--- src/rtl/dht22_reader_if.sv ---
// Signal bundle between a DHT22 reader and its requester/consumer.
// The pin pair (dht_in/dht_oe) travels with the bundle so a board wrapper can build the open-drain pad.
interface dht22_reader_if;
  logic        start;
  logic        dht_in;
  logic        dht_oe;
  logic [15:0] humidity;
  logic [15:0] temperature;
  logic [7:0]  temp_c_int;
  logic        valid;
  logic        busy;
  logic        err_checksum;
  logic        err_timeout;

  modport master (
    output start, dht_in,
    input  dht_oe, humidity, temperature, temp_c_int, valid, busy,
           err_checksum, err_timeout
  );

  modport slave (
    input  start, dht_in,
    output dht_oe, humidity, temperature, temp_c_int, valid, busy,
           err_checksum, err_timeout
  );
endinterface

--- src/rtl/dht22_reader.sv ---
// DHT22 single-wire master: host start pulse, 40-bit frame decode, checksum check.
// All protocol timing is counted in 1 us ticks derived from CLK_HZ.
module dht22_reader #(
  parameter int unsigned CLK_HZ        = 50_000_000,
  parameter int unsigned START_LOW_US  = 1000,
  parameter int unsigned BIT_THRESH_US = 50,
  parameter int unsigned TIMEOUT_US    = 200,
  parameter int unsigned HOLDOFF_US    = 2_000_000
) (
  input  logic          clk,
  input  logic          rst_n,
  dht22_reader_if.slave bus
);

  localparam int unsigned TICK_DIV = (CLK_HZ / 1_000_000 < 1) ? 1 : CLK_HZ / 1_000_000;
  localparam int unsigned DIV_W    = (TICK_DIV > 1) ? $clog2(TICK_DIV) : 1;
  localparam int unsigned MAX_A    = (HOLDOFF_US > START_LOW_US) ? HOLDOFF_US : START_LOW_US;
  localparam int unsigned CNT_MAX  = (MAX_A > TIMEOUT_US + 1) ? MAX_A : TIMEOUT_US + 1;
  localparam int unsigned CNT_W    = $clog2(CNT_MAX + 1);

  typedef enum logic [3:0] {
    IDLE, START_LOW, RELEASE, RESP_LOW, RESP_HIGH, BIT_LOW, BIT_HIGH, CHECK, HOLDOFF
  } state_t;

  state_t           state;
  logic [DIV_W-1:0] div_cnt;
  logic             tick;
  logic             sync1, sync2, sync_q;
  logic             rise, fall, edge_hit;
  logic [CNT_W-1:0] cnt;
  logic [5:0]       bit_idx;
  logic [39:0]      frame;
  logic             ready;
  logic             accept;
  logic [7:0]       sum_b;
  logic [14:0]      quot;
  logic [7:0]       tint_next;
  logic             bit_one;

  assign tick    = (div_cnt == DIV_W'(TICK_DIV - 1));
  // ready masks a start that coincides with the first clock after reset release
  assign accept  = (state == IDLE) && ready && bus.start;
  assign rise    = sync2 && !sync_q;
  assign fall    = !sync2 && sync_q;
  assign bit_one = (cnt >= CNT_W'(BIT_THRESH_US));

  assign sum_b     = frame[39:32] + frame[31:24] + frame[23:16] + frame[15:8];
  assign quot      = frame[22:8] / 15'd10;
  assign tint_next = frame[23] ? '0 : ((quot > 15'd255) ? 8'hFF : quot[7:0]);

  always_comb begin
    edge_hit = 1'b0;
    case (state)
      RELEASE, RESP_HIGH, BIT_HIGH: edge_hit = fall;
      RESP_LOW, BIT_LOW:            edge_hit = rise;
      default:                      edge_hit = 1'b0;
    endcase
  end

  always_ff @(posedge clk or negedge rst_n) begin
    if (!rst_n) begin
      sync1  <= 1'b1;
      sync2  <= 1'b1;
      sync_q <= 1'b1;
    end else begin
      sync1  <= bus.dht_in;
      sync2  <= sync1;
      sync_q <= sync2;
    end
  end

  // Divider restarts on acceptance so the start pulse is an exact tick multiple
  always_ff @(posedge clk or negedge rst_n) begin
    if (!rst_n)              div_cnt <= '0;
    else if (accept || tick) div_cnt <= '0;
    else                     div_cnt <= div_cnt + 1'b1;
  end

  always_ff @(posedge clk or negedge rst_n) begin
    if (!rst_n) begin
      state            <= IDLE;
      cnt              <= '0;
      bit_idx          <= '0;
      frame            <= '0;
      ready            <= 1'b0;
      bus.dht_oe       <= 1'b0;
      bus.humidity     <= '0;
      bus.temperature  <= '0;
      bus.temp_c_int   <= '0;
      bus.valid        <= 1'b0;
      bus.busy         <= 1'b0;
      bus.err_checksum <= 1'b0;
      bus.err_timeout  <= 1'b0;
    end else begin
      ready     <= 1'b1;
      bus.valid <= 1'b0;
      case (state)
        IDLE: begin
          if (accept) begin
            state            <= START_LOW;
            cnt              <= '0;
            bus.dht_oe       <= 1'b1;
            bus.busy         <= 1'b1;
            bus.err_checksum <= 1'b0;
            bus.err_timeout  <= 1'b0;
          end
        end
        START_LOW: begin
          if (tick) begin
            if (cnt == CNT_W'(START_LOW_US - 1)) begin
              state      <= RELEASE;
              cnt        <= '0;
              bus.dht_oe <= 1'b0;
            end else begin
              cnt <= cnt + 1'b1;
            end
          end
        end
        RELEASE, RESP_LOW, RESP_HIGH, BIT_LOW, BIT_HIGH: begin
          // cnt doubles as the dwell timer and the BIT_HIGH pulse width
          if (edge_hit) begin
            cnt <= '0;
            case (state)
              RELEASE:  state <= RESP_LOW;
              RESP_LOW: state <= RESP_HIGH;
              RESP_HIGH: begin
                state   <= BIT_LOW;
                bit_idx <= '0;
              end
              BIT_LOW:  state <= BIT_HIGH;
              BIT_HIGH: begin
                frame <= {frame[38:0], bit_one};
                if (bit_idx == 6'd39) begin
                  state <= CHECK;
                end else begin
                  bit_idx <= bit_idx + 1'b1;
                  state   <= BIT_LOW;
                end
              end
              default: state <= IDLE;
            endcase
          end else if (tick) begin
            if (cnt == CNT_W'(TIMEOUT_US)) begin
              state           <= HOLDOFF;
              cnt             <= '0;
              bus.err_timeout <= 1'b1;
            end else begin
              cnt <= cnt + 1'b1;
            end
          end
        end
        CHECK: begin
          state <= HOLDOFF;
          cnt   <= '0;
          if (sum_b == frame[7:0]) begin
            bus.humidity    <= frame[39:24];
            bus.temperature <= frame[23:8];
            bus.temp_c_int  <= tint_next;
            bus.valid       <= 1'b1;
          end else begin
            bus.err_checksum <= 1'b1;
          end
        end
        HOLDOFF: begin
          if (tick) begin
            if (cnt == CNT_W'(HOLDOFF_US - 1)) begin
              state    <= IDLE;
              cnt      <= '0;
              bus.busy <= 1'b0;
            end else begin
              cnt <= cnt + 1'b1;
            end
          end
        end
        default: state <= IDLE;
      endcase
    end
  end

endmodule

--- src/flat_wrapper.sv ---
// flat-port wrapper written by rule: the top's interface ports become plain ports
module dht22_reader_flat 
#(
  parameter int unsigned CLK_HZ        = 50_000_000,
  parameter int unsigned START_LOW_US  = 1000,
  parameter int unsigned BIT_THRESH_US = 50,
  parameter int unsigned TIMEOUT_US    = 200,
  parameter int unsigned HOLDOFF_US    = 2_000_000
)
  (clk, rst_n, bus_start, bus_dht_in, bus_dht_oe, bus_humidity, bus_temperature, bus_temp_c_int, bus_valid, bus_busy, bus_err_checksum, bus_err_timeout);
  dht22_reader_if bus_i ();
  input  logic clk;
  input  logic rst_n;
  input wire logic [$bits(bus_i.start)-1:0] bus_start;
  input wire logic [$bits(bus_i.dht_in)-1:0] bus_dht_in;
  output wire logic [$bits(bus_i.dht_oe)-1:0] bus_dht_oe;
  output wire logic [$bits(bus_i.humidity)-1:0] bus_humidity;
  output wire logic [$bits(bus_i.temperature)-1:0] bus_temperature;
  output wire logic [$bits(bus_i.temp_c_int)-1:0] bus_temp_c_int;
  output wire logic [$bits(bus_i.valid)-1:0] bus_valid;
  output wire logic [$bits(bus_i.busy)-1:0] bus_busy;
  output wire logic [$bits(bus_i.err_checksum)-1:0] bus_err_checksum;
  output wire logic [$bits(bus_i.err_timeout)-1:0] bus_err_timeout;
  assign bus_i.start = bus_start;
  assign bus_i.dht_in = bus_dht_in;
  assign bus_dht_oe = bus_i.dht_oe;
  assign bus_humidity = bus_i.humidity;
  assign bus_temperature = bus_i.temperature;
  assign bus_temp_c_int = bus_i.temp_c_int;
  assign bus_valid = bus_i.valid;
  assign bus_busy = bus_i.busy;
  assign bus_err_checksum = bus_i.err_checksum;
  assign bus_err_timeout = bus_i.err_timeout;
  dht22_reader #(.CLK_HZ(CLK_HZ), .START_LOW_US(START_LOW_US), .BIT_THRESH_US(BIT_THRESH_US), .TIMEOUT_US(TIMEOUT_US), .HOLDOFF_US(HOLDOFF_US)) u_core (.clk(clk), .rst_n(rst_n), .bus(bus_i));
endmodule
--- config.mk ---
export PLATFORM = sky130hd
export DESIGN_NAME = dht22_reader_flat
export DESIGN_NICKNAME = d
export VERILOG_FILES = /design/src/rtl/dht22_reader_if.sv /design/src/rtl/dht22_reader.sv /design/src/flat_wrapper.sv
export SDC_FILE = /design/constraint.sdc
export NUM_CORES = 1
export LEC_CHECK = 0
export BUFFER_PORTS_ARGS = -buffer_cell sky130_fd_sc_hd__clkbuf_2
export CELL_PAD_IN_SITES_DETAIL_PLACEMENT = 1
export CELL_PAD_IN_SITES_GLOBAL_PLACEMENT = 1
export CORE_ASPECT_RATIO = 0.5
export CORE_UTILIZATION = 43
export CTS_CLUSTER_DIAMETER = 80
export DETAILED_ROUTE_END_ITERATION = 6
export PLACE_DENSITY_LB_ADDON = 0.08
export SLEW_MARGIN = 20
export SYNTH_ARGS = -nofsm -noshare
export SYNTH_HDL_FRONTEND = slang
export SYNTH_SLANG_ARGS = --single-unit
--- constraint.sdc ---
create_clock -name clk -period 3.8 [get_ports clk]
set_input_delay 0.19 -clock clk [delete_from_list [all_inputs] [get_ports clk]]
set_output_delay 0.19 -clock clk [all_outputs]
set_load 0.02 [all_outputs]
; Word level (Yosys, flattened, before mapping)
; Cells that the tools add are included.
; W data, S select, Z words.
[op_classes]
n_eq_ne = 26
muxes = 42
n_lt_le_gt_ge = 2
shift = 0
multipliers = 0
n_div = 1
bitwise_logic = 0
n_reduce_logical = 26
add_sub_neg = 6
[op_table]
columns = cell, n
row1 = $mux W21, 8
row2 = $pmux W21 S5, 1
row3 = $pmux W4 S5, 2
row4 = $mux W4, 8
row5 = $add A8 B8 Y8, 3
row6 = $add A21 B1 Y21 const B, 1
row7 = $eq A21 B10 Y1 const B, 1
row8 = $eq A21 B21 Y1 const B, 1
row9 = $eq A21 B8 Y1 const B, 1
row10 = $ge A21 B6 Y1 const B, 1
row11 = $eq A4 B3 Y1 const B, 4
row12 = $mux W8, 2
row13 = $div A15 B4 Y15 const B, 1
row14 = $gt A15 B8 Y1 const B, 1
row15 = $ne A2 B1 Y1 const B, 7
row16 = $add A6 B1 Y6 const B, 2
row17 = $eq A6 B6 Y1 const B, 2
row18 = $mux W1, 12
row19 = $mux W6, 2
row20 = $pmux W6 S2, 1
row21 = $reduce_and A4 Y1, 3
row22 = $pmux W1 S2, 5
row23 = $reduce_and A5 Y1, 2
row24 = $reduce_bool A2 Y1, 5
row25 = other kinds (18), 27
[word_totals]
in_bits = 4
n_memories = 0
out_inout_bits = 45
wordCells = 120
latchBits = 0
ramBits = 0
register_bits = 126
mem_bits_ro = 0

; Depth between registers and ports, before layout
[logic_depth]
ltp_word = 6
mapped_depth = 19
ltp_nobuf = 18

; Least setup slack after synthesis
; No wires, ideal clock.
[synth_path]
path_kind = register to register
from = register u_core.frame[17]
to = register u_core.bus.temp_c_int[0]
slack_ns = -0.020
arrival_time_ns = 3.691
setup_time_ns = 0.129
path_stages_with_launch = 20
cell_sequence = dfrtp_1 fa_1 fa_1 ha_1 inv_1 fa_1 inv_1 a21oi_1 o21bai_1 a21o_1 a21oi_1 xnor2_1 and3_1 clkbuf_1 nand2_1 nor2_1 o211ai_1 a21o_1 a32oi_1 a31oi_1
[synth_via]
elab_chain_len = 4
elab_cells_between_ends = 8
classes_between = 2 x add/sub / 1 x div / 1 x order compare / 1 x eq/ne / 2 x mux / 1 x reduce/logical
[synth_rtl]
columns = element, line_no
row1 = start: declaration, dht22_reader.sv:32  ; logic [39:0] frame;
row2 = start signal: assignment, dht22_reader.sv:132  ; frame <= {frame[38:0], bit_one};
row3 = $div A15 B4 Y15 / $add A8 B8 Y8 (equally long branches), "dht22_reader.sv:48, dht22_reader.sv:47"
row4 = $gt A15 B8 Y1 / $add A8 B8 Y8 (equally long branches), "dht22_reader.sv:49, dht22_reader.sv:47"
row5 = $mux W8 / $eq A8 B8 Y1 (equally long branches), "dht22_reader.sv:49, dht22_reader.sv:155"
row6 = $mux W8 / $reduce_and A2 Y1 (equally long branches), --
row7 = end signal: assignment, dht22_reader.sv:158  ; bus.temp_c_int <= tint_next;
row8 = end: declaration, dht22_reader_if.sv:23  ; output dht_oe, humidity, temperature, temp_c_int, valid, busy,
; Several ways; a longest one is shown, not always the timed one.
; A chain may end at the register's enable or synchronous reset.

; Worst setup path after layout
[layout_path]
from = register u_core.frame[19]
to = register u_core.bus.temp_c_int[0]
; Same word-level chain as after synthesis.

==> results.ini <==
[outcome]
outcome = finished, violations left
violations = negative setup slack

[layout]
final_nets = 1042
drive_above_1_share = 0.355
area_growth_pct = 32.9
antenna_cells = 0

[sta]
fin_crit_sh = 1.06
setup_violations = 3
worst_slack_ps = -225
hold_slack_ps = 261
slew-limit-headroom = 0.415
fin_crit_ps = 4030
max_freq_mhz = 248
fin_tns_setup_ps = -563
hold_viol_final = 0
rsz0062_at_grt = yes
final_max_slew_viol_count = 0
finClkSkew_ps = 6.82
worstMarginPinSlew_ps = 865

[clock_network]
numCtsBuffers = 17
htreeDepth = 4
clock_tree.root_cell = clkbuf_16
worstSkewPairLatency_ps = 430
cts.sink_count = 126
path_clk_slew_ps = 60
clk_path_buf_depth = 2
cts_tree = yes

[detailed_routing]
drc_errors = 0
routed_via_density = 5.72
num_vias = 7188
drtPass1Iterations = 5
antenna_left = 0
wl_um = 25200
drt_iter0_markers = 335
routedWlPerCell_um = 20.0

[worst_setup_path]
cp-start-kind = register
crit_required_ps = 4150
end_kind = register
path_class = register to register
cp-endpoint = u_core.bus.temp_c_int[0]$_DFFE_PN0P_
regToRegSetupSlack_ps = -230
r2r_end = u_core.bus.temp_c_int[0]$_DFFE_PN0P_
cp.arrival_ps = 4380
critPathLaunch = u_core.frame[19]$_DFFE_PN0P_
crit_fanout = 4
rr_startpoint = u_core.frame[19]$_DFFE_PN0P_
reg2reg_depth = 18

[yosys]
syn_nets = 883
yosys.area.top_type = dfrtp_1
syn_area_sq_um = 7680
post-synth-top-count-cell = nand2_1
yosys-top-cells-count = nand2_1 (146), dfrtp_1 (123), nor2_1 (68), o21ai_0 (66), clkbuf_1 (38)
synth-main-ff-cell = dfrtp_1
ys_top_cells_by_area = dfrtp_1 (40%), nand2_1 (7.1%), o21ai_0 (4.3%)
ys_types = 88
yosysWarningCount = 0
synth-seq-area-share = 0.411
yosys_register_bits = 126
syn_area_per_cell_sq_um = 9.02
synth-edff-count = 0
netlist_instances = 852
synth_top_area_share = 0.401
synth-async-reset-ratio = 1.00

[pwr]
swShare = 0.325
p_seq_frac = 0.402
combPwrFrac = 0.165
p_leak_nw = 4.84
switchingPower_mw = 1.21
clockPowerShare = 0.432
pwr_density_cell_nw_per_um2 = 365
p_int_mw = 2.51
ir_drop_mv = 0.320

[hold_path]
min-delay-start = bus_start
hp-class = input port to register

[global_routing]
grt_pass1_vias = 7286
antenna_found_initial = 0
grt_max_degree = 106
grt_pass1_wl_um = 38200
grt.overflow.total = 0
grt_usage = 0.269

[die]
rows = 34
boundaryPins = 49
die_h_um = 96.5
fp.dieW_um = 191
core_sq_um = 17400
die-area_sq_um = 18400
initial_core_util = 0.440

[placed_design]
gp_congestion = 0.888
io_buffers = 48
dp_hpwl_um = 16000

[flow_run]
max-cap-violations = 0

[registers in the layout, summed over array words and instances, names as in the netlist]
register / flops
u_core.sync1: 1
u_core.bus.err_checksum: 1
u_core.bus.err_timeout: 1
u_core.bus.humidity: 16
u_core.bus.dht_oe: 1
u_core.bus.busy: 1
u_core.ready: 1
u_core.sync2: 1
u_core.bus.valid: 1
u_core.state: 4
u_core.cnt: 21
u_core.div_cnt: 6
u_core.bit_idx: 6
u_core.bus.temp_c_int: 8
u_core.bus.temperature: 16
u_core.sync_q: 1
u_core.frame: 40
[worst min path at each step]
stage,to,slack [ps],cells after the start
2_1_floorplan,u_core.bit_idx[0]$_DFFE_PN0P_,-110,0
3_3_place_gp,u_core.sync1$_DFF_PN1_,280,1
3_5_place_dp,u_core.sync1$_DFF_PN1_,290,1
4_1_cts,u_core.bus.err_checksum$_DFFE_PN0P_,260,5
5_1_grt,u_core.bus.err_checksum$_DFFE_PN0P_,300,5
6_report,u_core.bus.err_checksum$_DFFE_PN0P_,260,5
[power by group through the flow]
stage	Clock (mW)	Sequential, mW	Combinational, mW
floorplan	0	1.48	0.432
global placement	0	1.52	0.580
detailed placement	0	1.52	0.608
CTS	1.63	1.50	0.621
global route	1.68	1.51	0.705
finish	1.61	1.50	0.616
[worst max-delay path: stages (launching register included)]
cell       delay [ps]
dfrtp_1           430
buf_4             140
and4bb_1          210
o2111ai_2         160
or4_4             510
a21oi_4           200
buf_4             140
buf_4             100
mux2i_1            70
a21o_1            190
o311ai_4          360
or2_4             240
buf_4             130
mux2i_1            90
o21ai_2           160
o211ai_2          150
a2111o_1          370
a31o_1            180
a31oi_1           120
[layout make-up]
class / count / area (sq um)
flip-flops and latches: 126 / 3160
clock buffers: 17 / 425
clock inverters: 14 / 134
inverters: 26 / 97.6
fillers: 1987 / 7230
multi-input cells: 650 / 4660
repair buffers: 190 / 1430
well taps: 234 / 293
[stage by stage]
step	instances	utilization	setup slack [ps]	cell area, sq um	power (mW)
global route	1257	0.585	-404	10200	3.89
global placement	1192	0.507	-176	8840	2.10
detailed placement	1192	0.507	-274	8840	2.13
finish	1257	0.585	-225	10200	3.73
floorplan	852	-	22.4	7680	1.92
CTS	1245	0.561	-126	9790	3.75
[placed cells by master, fill, tap and decap left out, drive strengths merged, types with 5 or more instances in the layout]
| master | n |
|---|---|
| a211o | 6 |
| a211oi | 7 |
| a21o | 12 |
| a21oi | 33 |
| a22o | 7 |
| a31oi | 15 |
| and3 | 11 |
| buf | 137 |
| clkbuf | 68 |
| clkinv | 7 |
| dfrtp | 123 |
| fa | 14 |
| ha | 13 |
| inv | 28 |
| mux2 | 29 |
| mux2i | 6 |
| nand2 | 146 |
| nand2b | 5 |
| nand3 | 31 |
| nand4 | 11 |
| nor2 | 70 |
| nor2b | 11 |
| nor3 | 13 |
| nor4 | 9 |
| o211ai | 5 |
| o21ai | 71 |
| o31ai | 9 |
| or2 | 8 |
| xnor2 | 28 |
| xor2 | 11 |
[per-layer routing]
layer  vias up  wire length (um)  track usage
li1       3341                 -            -
met1      3650             11600        0.359
met2       146             12100        0.451
met3        51               955       0.0462
met4         0               506       0.0780
met5         -                 0            0
[what timing repair did]
| item | CTS | global route |
|---|---|---|
| setup buffers | 19 | 8 |
| endpoints found under the hold margin | 102 | 0 |
| gates cloned | 1 | 4 |
| pin swaps | 27 | 25 |
| endpoints found under the setup margin | 30 | 41 |
| resized for setup | 54 | 70 |
| hold buffers | 2 | 0 |
[logic make-up after synthesis]
group	synth area share
AND/OR/NAND/NOR	0.202
AO/OA/AOI/OAI	0.191
flip-flops	0.411
buffers and inverters	0.0412
XOR/XNOR	0.0445
multiplexers	0.0503
adder cells (fa/ha/maj)	0.0591
other	0.000488
(Power assumes the default switching activity.)
